`config.mk`:
```
export PLATFORM = sky130hd
export DESIGN_NAME = fir_filter_param
export DESIGN_NICKNAME = d
export VERILOG_FILES = /design/src/rtl/fir_filter_param.sv
export SDC_FILE = /design/constraint.sdc
export NUM_CORES = 1
export LEC_CHECK = 0
export CORE_MARGIN = 2
export CORE_UTILIZATION = 61
export CTS_CLUSTER_SIZE = 25
export DETAILED_ROUTE_END_ITERATION = 16
export GPL_TIMING_DRIVEN = 0
export PLACE_DENSITY = 0.85
export SYNTH_ARGS = -nofsm -noshare
export SYNTH_HDL_FRONTEND = slang
export SYNTH_SLANG_ARGS = --single-unit
```
`constraint.sdc`:
```
create_clock -name clk -period 8.29 [get_ports clk]
set_input_delay 2.487 -clock clk [delete_from_list [all_inputs] [get_ports clk]]
set_output_delay 2.487 -clock clk [all_outputs]
set_load 0.01 [all_outputs]
```
`src/rtl/fir_filter_param.sv`:
```
// fir_filter_param: sequences an AD7822-style ADC and an AD7302-style DAC at a
// fixed sample rate and runs an NTAPS-tap FIR on every sample using one serial
// multiply-accumulate per clock. Coefficients are written into a shadow bank
// and copied into the active bank only on the sample-latch cycle.
// Optional feature macro: FILTER_BYPASS_EN (adds the bypass input).
module fir_filter_param #(
   parameter int DATA_W      = 8,
   parameter int NTAPS       = 8,
   parameter int COEF_W      = 10,
   parameter int SHIFT       = 6,
   parameter int SAMPLE_DIV  = 1000,
   parameter int CONVST_CYC  = 2,
   parameter int RD_CYC      = 3,
   parameter int WR_CYC      = 3,
   parameter int EOC_TIMEOUT = 255
) (
   input  logic                       clk,
   input  logic                       reset,
   input  logic [DATA_W-1:0]          filter_in,
   input  logic                       adc_eoc_n,
   output logic                       adc_convst_n,
   output logic                       adc_cs_n,
   output logic                       adc_rd_n,
   output logic [DATA_W-1:0]          filter_out,
   output logic                       dac_cs_n,
   output logic                       dac_wr_n,
   output logic                       dac_load_n,
   output logic                       dac_clear_n,
   input  logic                       coef_we,
   input  logic [$clog2(NTAPS)-1:0]   coef_addr,
   input  logic signed [COEF_W-1:0]   coef_data,
   input  logic                       coef_commit,
   output logic                       busy,
   output logic                       overrun,
   output logic                       eoc_err
`ifdef FILTER_BYPASS_EN
   ,
   input  logic                       bypass
`endif
);

   localparam int TAP_W  = $clog2(NTAPS);
   localparam int ACC_W  = DATA_W + COEF_W + TAP_W + 1;
   localparam int PROD_W = DATA_W + COEF_W + 1;
   localparam int DIV_W  = (SAMPLE_DIV > 1) ? $clog2(SAMPLE_DIV) : 1;
   localparam int CNT_W  = 16;

   localparam logic signed [COEF_W-1:0] COEF_UNITY = COEF_W'(1 << SHIFT);
   localparam logic signed [ACC_W-1:0]  SAT_MAX    = ACC_W'((1 << DATA_W) - 1);

   typedef enum logic [2:0] {
      S_IDLE, S_CONV, S_WAIT_EOC, S_READ, S_MAC, S_SAT, S_WRITE, S_LOAD
   } state_t;

   state_t                    state, state_nx;
   logic [CNT_W-1:0]          cnt;
   logic [DIV_W-1:0]          div_cnt;
   logic                      tick;
   logic                      latch;
   logic                      eoc_timeout;
   logic                      commit_pend;
   logic signed [COEF_W-1:0]  shadow    [NTAPS];
   logic signed [COEF_W-1:0]  shadow_nx [NTAPS];
   logic signed [COEF_W-1:0]  active    [NTAPS];
   logic [DATA_W-1:0]         tap       [NTAPS];
   logic [TAP_W-1:0]          idx;
   logic signed [PROD_W-1:0]  prod;
   logic signed [ACC_W-1:0]   acc;
   logic signed [ACC_W-1:0]   shifted;
   logic [DATA_W-1:0]         sat_val;
   logic [DATA_W-1:0]         out_val;

   assign tick = (div_cnt == DIV_W'(SAMPLE_DIV - 1));
   assign busy = (state != S_IDLE);
   assign idx  = cnt[TAP_W-1:0];

   // Free-running sample-rate divider; tick marks the last count of each period.
   always_ff @(posedge clk) begin
      // NOTE: every sequential block uses non-blocking assignments so all flops
      // sample pre-edge values; blocking here would create order-dependent races.
      if (reset)
         div_cnt <= '0;
      else if (tick)
         div_cnt <= '0;
      else
         div_cnt <= div_cnt + DIV_W'(1);
   end

   // State register plus the per-state cycle counter (restarts on every state change).
   always_ff @(posedge clk) begin
      if (reset) begin
         state <= S_IDLE;
         cnt   <= '0;
      end else begin
         state <= state_nx;
         if (state_nx != state || state == S_IDLE)
            cnt <= '0;
         else
            cnt <= cnt + CNT_W'(1);
      end
   end

   // Next-state decode; latch and eoc_timeout are single-cycle event strobes.
   always_comb begin
      // NOTE: defaults first so no path leaves a variable unassigned, which
      // would otherwise infer a latch.
      state_nx    = state;
      latch       = 1'b0;
      eoc_timeout = 1'b0;
      case (state)
         S_IDLE:     if (tick) state_nx = S_CONV;
         S_CONV:     if (cnt == CNT_W'(CONVST_CYC - 1)) state_nx = S_WAIT_EOC;
         S_WAIT_EOC: begin
            if (!adc_eoc_n) begin
               state_nx = S_READ;
            end else if (cnt == CNT_W'(EOC_TIMEOUT - 1)) begin
               eoc_timeout = 1'b1;
               state_nx    = S_IDLE;
            end
         end
         S_READ: begin
            if (cnt == CNT_W'(RD_CYC - 1)) begin
               latch    = 1'b1;
               state_nx = S_MAC;
            end
         end
         S_MAC:      if (cnt == CNT_W'(NTAPS - 1)) state_nx = S_SAT;
         S_SAT:      state_nx = S_WRITE;
         S_WRITE:    if (cnt == CNT_W'(WR_CYC - 1)) state_nx = S_LOAD;
         S_LOAD:     state_nx = S_IDLE;
         default:    state_nx = S_IDLE;
      endcase
   end

   // Interface strobes are registered from the next state so they are glitch-free
   // and line up exactly with the state they belong to.
   always_ff @(posedge clk) begin
      if (reset) begin
         adc_convst_n <= 1'b1;
         adc_cs_n     <= 1'b1;
         adc_rd_n     <= 1'b1;
         dac_cs_n     <= 1'b1;
         dac_wr_n     <= 1'b1;
         dac_load_n   <= 1'b1;
         dac_clear_n  <= 1'b0;
      end else begin
         adc_convst_n <= (state_nx != S_CONV);
         adc_cs_n     <= (state_nx != S_READ);
         adc_rd_n     <= (state_nx != S_READ);
         dac_cs_n     <= (state_nx != S_WRITE);
         dac_wr_n     <= (state_nx != S_WRITE);
         dac_load_n   <= (state_nx != S_LOAD);
         dac_clear_n  <= 1'b1;
      end
   end

   // Sticky fault flags; only reset clears them.
   always_ff @(posedge clk) begin
      if (reset) begin
         overrun <= 1'b0;
         eoc_err <= 1'b0;
      end else begin
         if (tick && busy) overrun <= 1'b1;
         if (eoc_timeout)  eoc_err <= 1'b1;
      end
   end

   // Shadow bank with this cycle's write merged in, so a commit issued together
   // with a write (or on the latch cycle itself) picks that write up.
   always_comb begin
      shadow_nx = shadow;
      if (coef_we) shadow_nx[coef_addr] = coef_data;
   end

   // Coefficient banks: the active bank only changes on the sample-latch cycle.
   always_ff @(posedge clk) begin
      if (reset) begin
         // NOTE: both banks are reset deliberately (identity filter), so they
         // are built from flops rather than an un-resettable RAM.
         for (int i = 0; i < NTAPS; i++) begin
            shadow[i] <= (i == 0) ? COEF_UNITY : '0;
            active[i] <= (i == 0) ? COEF_UNITY : '0;
         end
         commit_pend <= 1'b0;
      end else begin
         shadow <= shadow_nx;
         if (latch) begin
            if (commit_pend || coef_commit) active <= shadow_nx;
            commit_pend <= 1'b0;
         end else if (coef_commit) begin
            commit_pend <= 1'b1;
         end
      end
   end

   // Delay line: shifts only when a sample is actually read from the ADC.
   always_ff @(posedge clk) begin
      if (reset) begin
         for (int i = 0; i < NTAPS; i++) tap[i] <= '0;
      end else if (latch) begin
         for (int i = NTAPS - 1; i > 0; i--) tap[i] <= tap[i-1];
         tap[0] <= filter_in;
      end
   end

   // One signed product per MAC cycle; taps are zero-extended unsigned.
   always_comb begin
      prod = PROD_W'(active[idx]) * PROD_W'($signed({1'b0, tap[idx]}));
   end

   // Accumulator is cleared as MAC is entered and sums one tap per cycle.
   always_ff @(posedge clk) begin
      if (reset)
         acc <= '0;
      else if (latch)
         acc <= '0;
      else if (state == S_MAC)
         acc <= acc + ACC_W'(prod);
   end

   // Scale and clamp the accumulator to the unsigned DAC range.
   always_comb begin
      shifted = acc >>> SHIFT;
      if (shifted[ACC_W-1])
         sat_val = '0;
      else if (shifted > SAT_MAX)
         sat_val = '1;
      else
         sat_val = shifted[DATA_W-1:0];
`ifdef FILTER_BYPASS_EN
      out_val = bypass ? tap[0] : sat_val;
`else
      out_val = sat_val;
`endif
   end

   // DAC data is registered in SAT and held through WRITE and LOAD.
   always_ff @(posedge clk) begin
      if (reset)
         filter_out <= '0;
      else if (state == S_SAT)
         filter_out <= out_val;
   end

endmodule
```
* Yosys cells after proc, flatten, opt, wreduce, memory -nomap -nowiden *
Memory sizes are Yosys's and may differ from the RTL's. A register that Yosys moved wholly into a read port is not among the register bits.
Cells that the tools add are included.

storage, ports and cells
  word-level logic and storage cells = 112
  memory bits (writable) = 64
  bits of input ports = 26
  output and inout port bits = 18
  bits in registers = 227
  memories kept = 1

memory list
  name  depth  width  read ports  clocked after memory_dff  write ports  line  text
  tap   8      8      8           1                         8            65    logic [DATA_W-1:0] tap [NTAPS];

operators by class
  magnitude comparators = 4
  bitwise gates (word level) = 10
  equality and inequality tests = 17
  multipliers = 1
  add/sub/neg operators = 3
  multiplexer cells = 37
  reduce and logical (&&, ||, !) cells = 10

operators by type and width
  kind                                                            number
  bitwise mux 80 bit                                              1
  2-to-1 mux 8 bit                                                10
  2-to-1 mux 80 bit                                               1
  binary-select mux 10 bit (select 3 bit)                         1
  demux 10 bit (select 3 bit)                                     1
  2-to-1 mux 10 bit                                               3
  2-to-1 mux 3 bit                                                8
  one-hot mux 3 bit (8 select lines)                              1
  adder 22 x 19 -> 22 bit                                         1
  multiplier 10 x 9 -> 19 bit                                     1
  adder 16 x 1 -> 16 bit, second input constant                   1
  == test 16 x 1 -> 1 bit, second input constant                  1
  == test 16 x 2 -> 1 bit, second input constant                  1
  == test 16 x 3 -> 1 bit, second input constant                  1
  == test 16 x 8 -> 1 bit, second input constant                  1
  greater-than comparator 16 x 9 -> 1 bit, second input constant  1
  == test 3 bit, second input constant                            4
  2-to-1 mux 1 bit                                                11
  adder 10 x 1 -> 10 bit, second input constant                   1
  == test 10 bit, second input constant                           1
  greater-or-equal comparator 4 bit, second input constant        2
  NOT 3 -> 4 bit                                                  2
  OR 1 bit                                                        8
  == test 3 x 2 -> 1 bit, second input constant                   2
  other kinds (12)                                                17

* Depth between registers and ports, before layout *
  word-level depth = 8
  mapped depth = 24
  mapped depth without buffers = 23

* Least setup slack after synthesis *
Ideal clock, no wire load.

  path kind = flip-flop to flip-flop
  from = register cnt[1]
  to = register acc[17]
  required time = 8.173 ns
  path slack = 1.429 ns
  library setup time = 0.117 ns
  period minus slack after synthesis = 6.861 ns
  buffers on the path = 3
  data arrival time = 6.744 ns
  cell stages (with the launch flop) = 24
  cells stage by stage = dfxtp_1 -> clkbuf_1 -> clkbuf_1 -> buf_1 -> mux4_2 -> mux2i_1 -> nor2_1 -> fa_1 -> inv_1 -> fa_1 -> inv_1 -> fa_1 -> fa_1 -> inv_1 -> fa_1 -> inv_1 -> ha_1 -> a21oi_1 -> o2bb2ai_1 -> a221o_1 -> a2111oi_2 -> nor2_1 -> xor2_1 -> a22o_1

between the ends
  cells in the longest elaborated chain, start to end = 6
  elaborated cells on any way between the ends = 10
  classes of those cells = add/sub (1); mul (1); eq/ne (1); mux (5); bitwise (1); reduce/logical (1)

ends and longest elaborated chain
  what                                                   line  text
  start: declaration                                     56    logic [CNT_W-1:0] cnt;
  start signal: assignment                               99    cnt <= cnt + CNT_W'(1);
  NOT 3 -> 4 bit (not written as such)                   208   prod = PROD_W'(active[idx]) * PROD_W'($signed({1'b0, tap[idx]}));
  binary-select mux 10 bit (select 3 bit)                208
  2-to-1 mux 10 bit (not written as such) (2 in series)  208
  multiplier 10 x 9 -> 19 bit                            208
  adder 22 x 19 -> 22 bit                                218   acc <= acc + ACC_W'(prod);
  end signal: assignment                                 218
  end: declaration                                       68    logic signed [ACC_W-1:0] acc;

Several ways; a longest one is shown, not always the timed one. The select of a mux whose other input is x is not followed.
A chain may end at the register's enable or synchronous reset.

* Worst setup path in the final report *
Same ends and word-level chain as after synthesis.

==> flow_metrics.tcl <==
set metrics [dict create \
    status "finished, final reports clean" \
    async_reset_ff_share_pct 0 \
    htreeDepth 1 \
    syn_avg_cell_area_um2 10.2 \
    top_layer "met4" \
    row_count 58 \
    setup_tns_ns 0 \
    peakVddDrop_v 0.000178 \
    detail-route-antenna-nets 0 \
    syn_to_final_growth_pct 11.4 \
    max-clock-path-buffers 3 \
    cts_sinks 291 \
    skew_ns 0.0248 \
    yosysMostFrequentCell "nor2_1" \
    seq_area_frac_synth_pct 41.5 \
    insertion_delay_ns 0.57 \
    swShare_pct 27.4 \
    p_comb_share_pct 15.8 \
    cts_tree "yes" \
    hold_slack_ns 0.453 \
    placed_cell_area_um2 16300 \
    antenna_found_initial 0 \
    maxSlewHeadroom_pct 25.6 \
    layout_worst_path_cycle_share_pct 96.3 \
    wl_met1_um 14900 \
    hold_path_class "reg2reg" \
    ioPinCount 44 \
    leakage_nw 7.21 \
    wl_per_cell_um 18.8 \
    dr_wl_met3_um 2370 \
    worstPathRequired_ns 8.74 \
    dr.pass1.iters 5 \
    arrival_ns 8.43 \
    grt_pass1_vias 11900 \
    nets 1761 \
    drtIter0Drc 867 \
    grt_usage_pct 28.2 \
    worst_setup_path_end_kind "flop" \
    hold_violations 0 \
    syn_inst 1531 \
    rrSetupSlack_ns 0.30 \
    worst_pin_slew_ns 1.12 \
    grt_setup_unrepaired "no" \
    finish.instance_area_um2 17400 \
    synthesis.nets 1696 \
    switchingPower_w 0.000932 \
    intPower_w 0.00247 \
    drc 0 \
    ys_ff_latch 291 \
    num_antenna_cells 0 \
    drv_slew 0 \
    cp_max_fo 10 \
    grt_start_max_net_pins 69 \
    drt-vias-per-instance 5.87 \
    start_kind "flop" \
    gp_congestion 0.886 \
    die_height_um 164 \
    setup_violations 0 \
    wl_met2_um 17900 \
    reg2regPathDepth 23 \
    synth.distinct_cells 60 \
    grt_overflow 0 \
    netlist_area_um2 15600 \
    synth_commonest_cells "245 x nor2_1, 227 x dfxtp_1, 148 x inv_1" \
    drive_above_1_share_pct 8.58 \
    p_total_w 0.00340 \
    clkTransAtPathRegs_ns 0.06 \
    period_minus_slack_ns 7.99 \
    clockRootBuffer "clkbuf_16" \
    fmax_mhz 125 \
    ys_warn_count 0 \
    start_util_pct 62.1 \
    synth_top_area_share_pct 29.2 \
    vias 11400 \
    grt_pass1_wl_um 59900 \
    clkPwrFrac_pct 40.3 \
    port_buffers 32 \
    critPathKind "reg2reg" \
    cts_setup_buffers 0 \
    p_seq_share_pct 43.9 \
    die_x_um 164 \
    min_path_cells 2 \
    power.density_nw_per_um2 196 \
    synth_edf_count 64 \
    synth_ff_type "dfxtp_1" \
    die_area_um2 26800 \
    fillers 1866 \
    cap_violations 0 \
    synthTopCellsByArea "dfxtp_1 29%, edfxtp_1 12%, fa_1 11%" \
    dp_hpwl_um 26300 \
    yosys.area.top_type "dfxtp_1" \
    cts_buffers 30 \
    core_um2 25100 \
    wl_um 36600 \
]
-- through the flow --
stage	util (%)	instances	setup slack, ns
6_report	69.2	1950	0.304
5_1_grt	69.2	1950	0.0456
4_1_cts	69.2	1950	0.264
3_5_place_dp	65.1	1894	-0.0421
3_3_place_gp	65.0	1893	0.130
2_1_floorplan	-	1531	1.43
-- registers in the layout (all words and copies together) (netlist names) --
register,flops
overrun,1
shadow,80
dac_clear_n,1
adc_convst_n,1
commit_pend,1
adc_rd_n,1
acc,22
eoc_err,1
dac_wr_n,1
cnt,16
active,80
tap,64
dac_load_n,1
state,3
filter_out,8
div_cnt,10
-- power by group through the flow --
stage | Clock (W) | Sequential [W] | Combinational [W]
after floorplan | 0 | 0.00152 | 0.000396
after CTS | 0.00138 | 0.00149 | 0.000535
final | 0.00137 | 0.00149 | 0.000538
after global routing | 0.00143 | 0.00150 | 0.000589
after global placement | 0 | 0.00152 | 0.000517
after detailed placement | 0 | 0.00152 | 0.000532
-- cell type report --
class,instances,area (um2),share of cell area [%]
inverters,149,559,3.22
plain buffers,86,357,2.05
clock buffers,38,852,4.91
clock inverters,18,163,0.937
well taps,330,413,2.38
multi-input cells,1005,8210,47.3
flip-flops and latches,291,6470,37.2
repair buffers,33,348,2.00
-- what timing repair did --
action | CTS | global route
pin swaps | 0 | 0
cloned | 0 | 0
resized for setup | 1 | 1
setup endpoints to repair | 2 | 3
hold buffers | 0 | 0
-- critical path, stage by stage (launching register included) --
cell and delay [ns]:
dfxtp_1 0.38, clkbuf_2 0.41, clkbuf_1 0.65, clkbuf_2 0.46
mux4_2 0.40, mux2i_1 0.45, nor2_1 0.15, fa_1 0.53
inv_1 0.05, fa_1 0.47, inv_1 0.06, fa_1 0.50
fa_1 0.55, inv_1 0.05, fa_1 0.49, inv_1 0.04
ha_1 0.35, a21oi_1 0.31, o2bb2ai_1 0.17, a221o_1 0.36
a2111oi_2 0.52, nor2_1 0.12, xor2_1 0.16, a22o_1 0.18
-- cell usage in the layout, fill, tap and decap left out, types with 36 or more instances in the layout --
master / synthesis / final
nand2_1: 82 / 82
nor2_1: 245 / 245
fa_1: 86 / 86
edfxtp_1: 64 / 64
ha_1: 53 / 53
inv_1: 148 / 148
and2_1: 68 / 68
dfxtp_1: 227 / 227
clkbuf_1: 68 / 68
mux4_2: 36 / 36
mux2i_1: 93 / 93
a211oi_1: 88 / 88
-- logic make-up after synthesis --
| group | after synthesis | share of synthesized area, % |
|---|---|---|
| fa+ha+maj | 139 | 15.3 |
| xor+xnor | 32 | 1.80 |
| flops | 291 | 41.5 |
| mux | 140 | 12.0 |
| buf+inv | 235 | 5.84 |
| simple gates | 516 | 15.7 |
| compound gates | 178 | 7.94 |
-- metal layers --
metal / GRT usage (%) / vias up
li1: - / 5289
met1: 36.2 / 5593
met2: 48.2 / 451
met3: 3.89 / 110
met4: 11.8 / 0
met5: 0 / -
-- final timing paths --
kind | start | endpoint
min | acc[15]$_SDFFE_PP0P_ | acc[15]$_SDFFE_PP0P_
max reg2reg | cnt[1]$_SDFF_PP0_ | acc[17]$_SDFFE_PP0P_
min reg2reg | acc[15]$_SDFFE_PP0P_ | acc[15]$_SDFFE_PP0P_
max | cnt[1]$_SDFF_PP0_ | acc[17]$_SDFFE_PP0P_
Note: power is estimated with default switching activity, not from simulation.
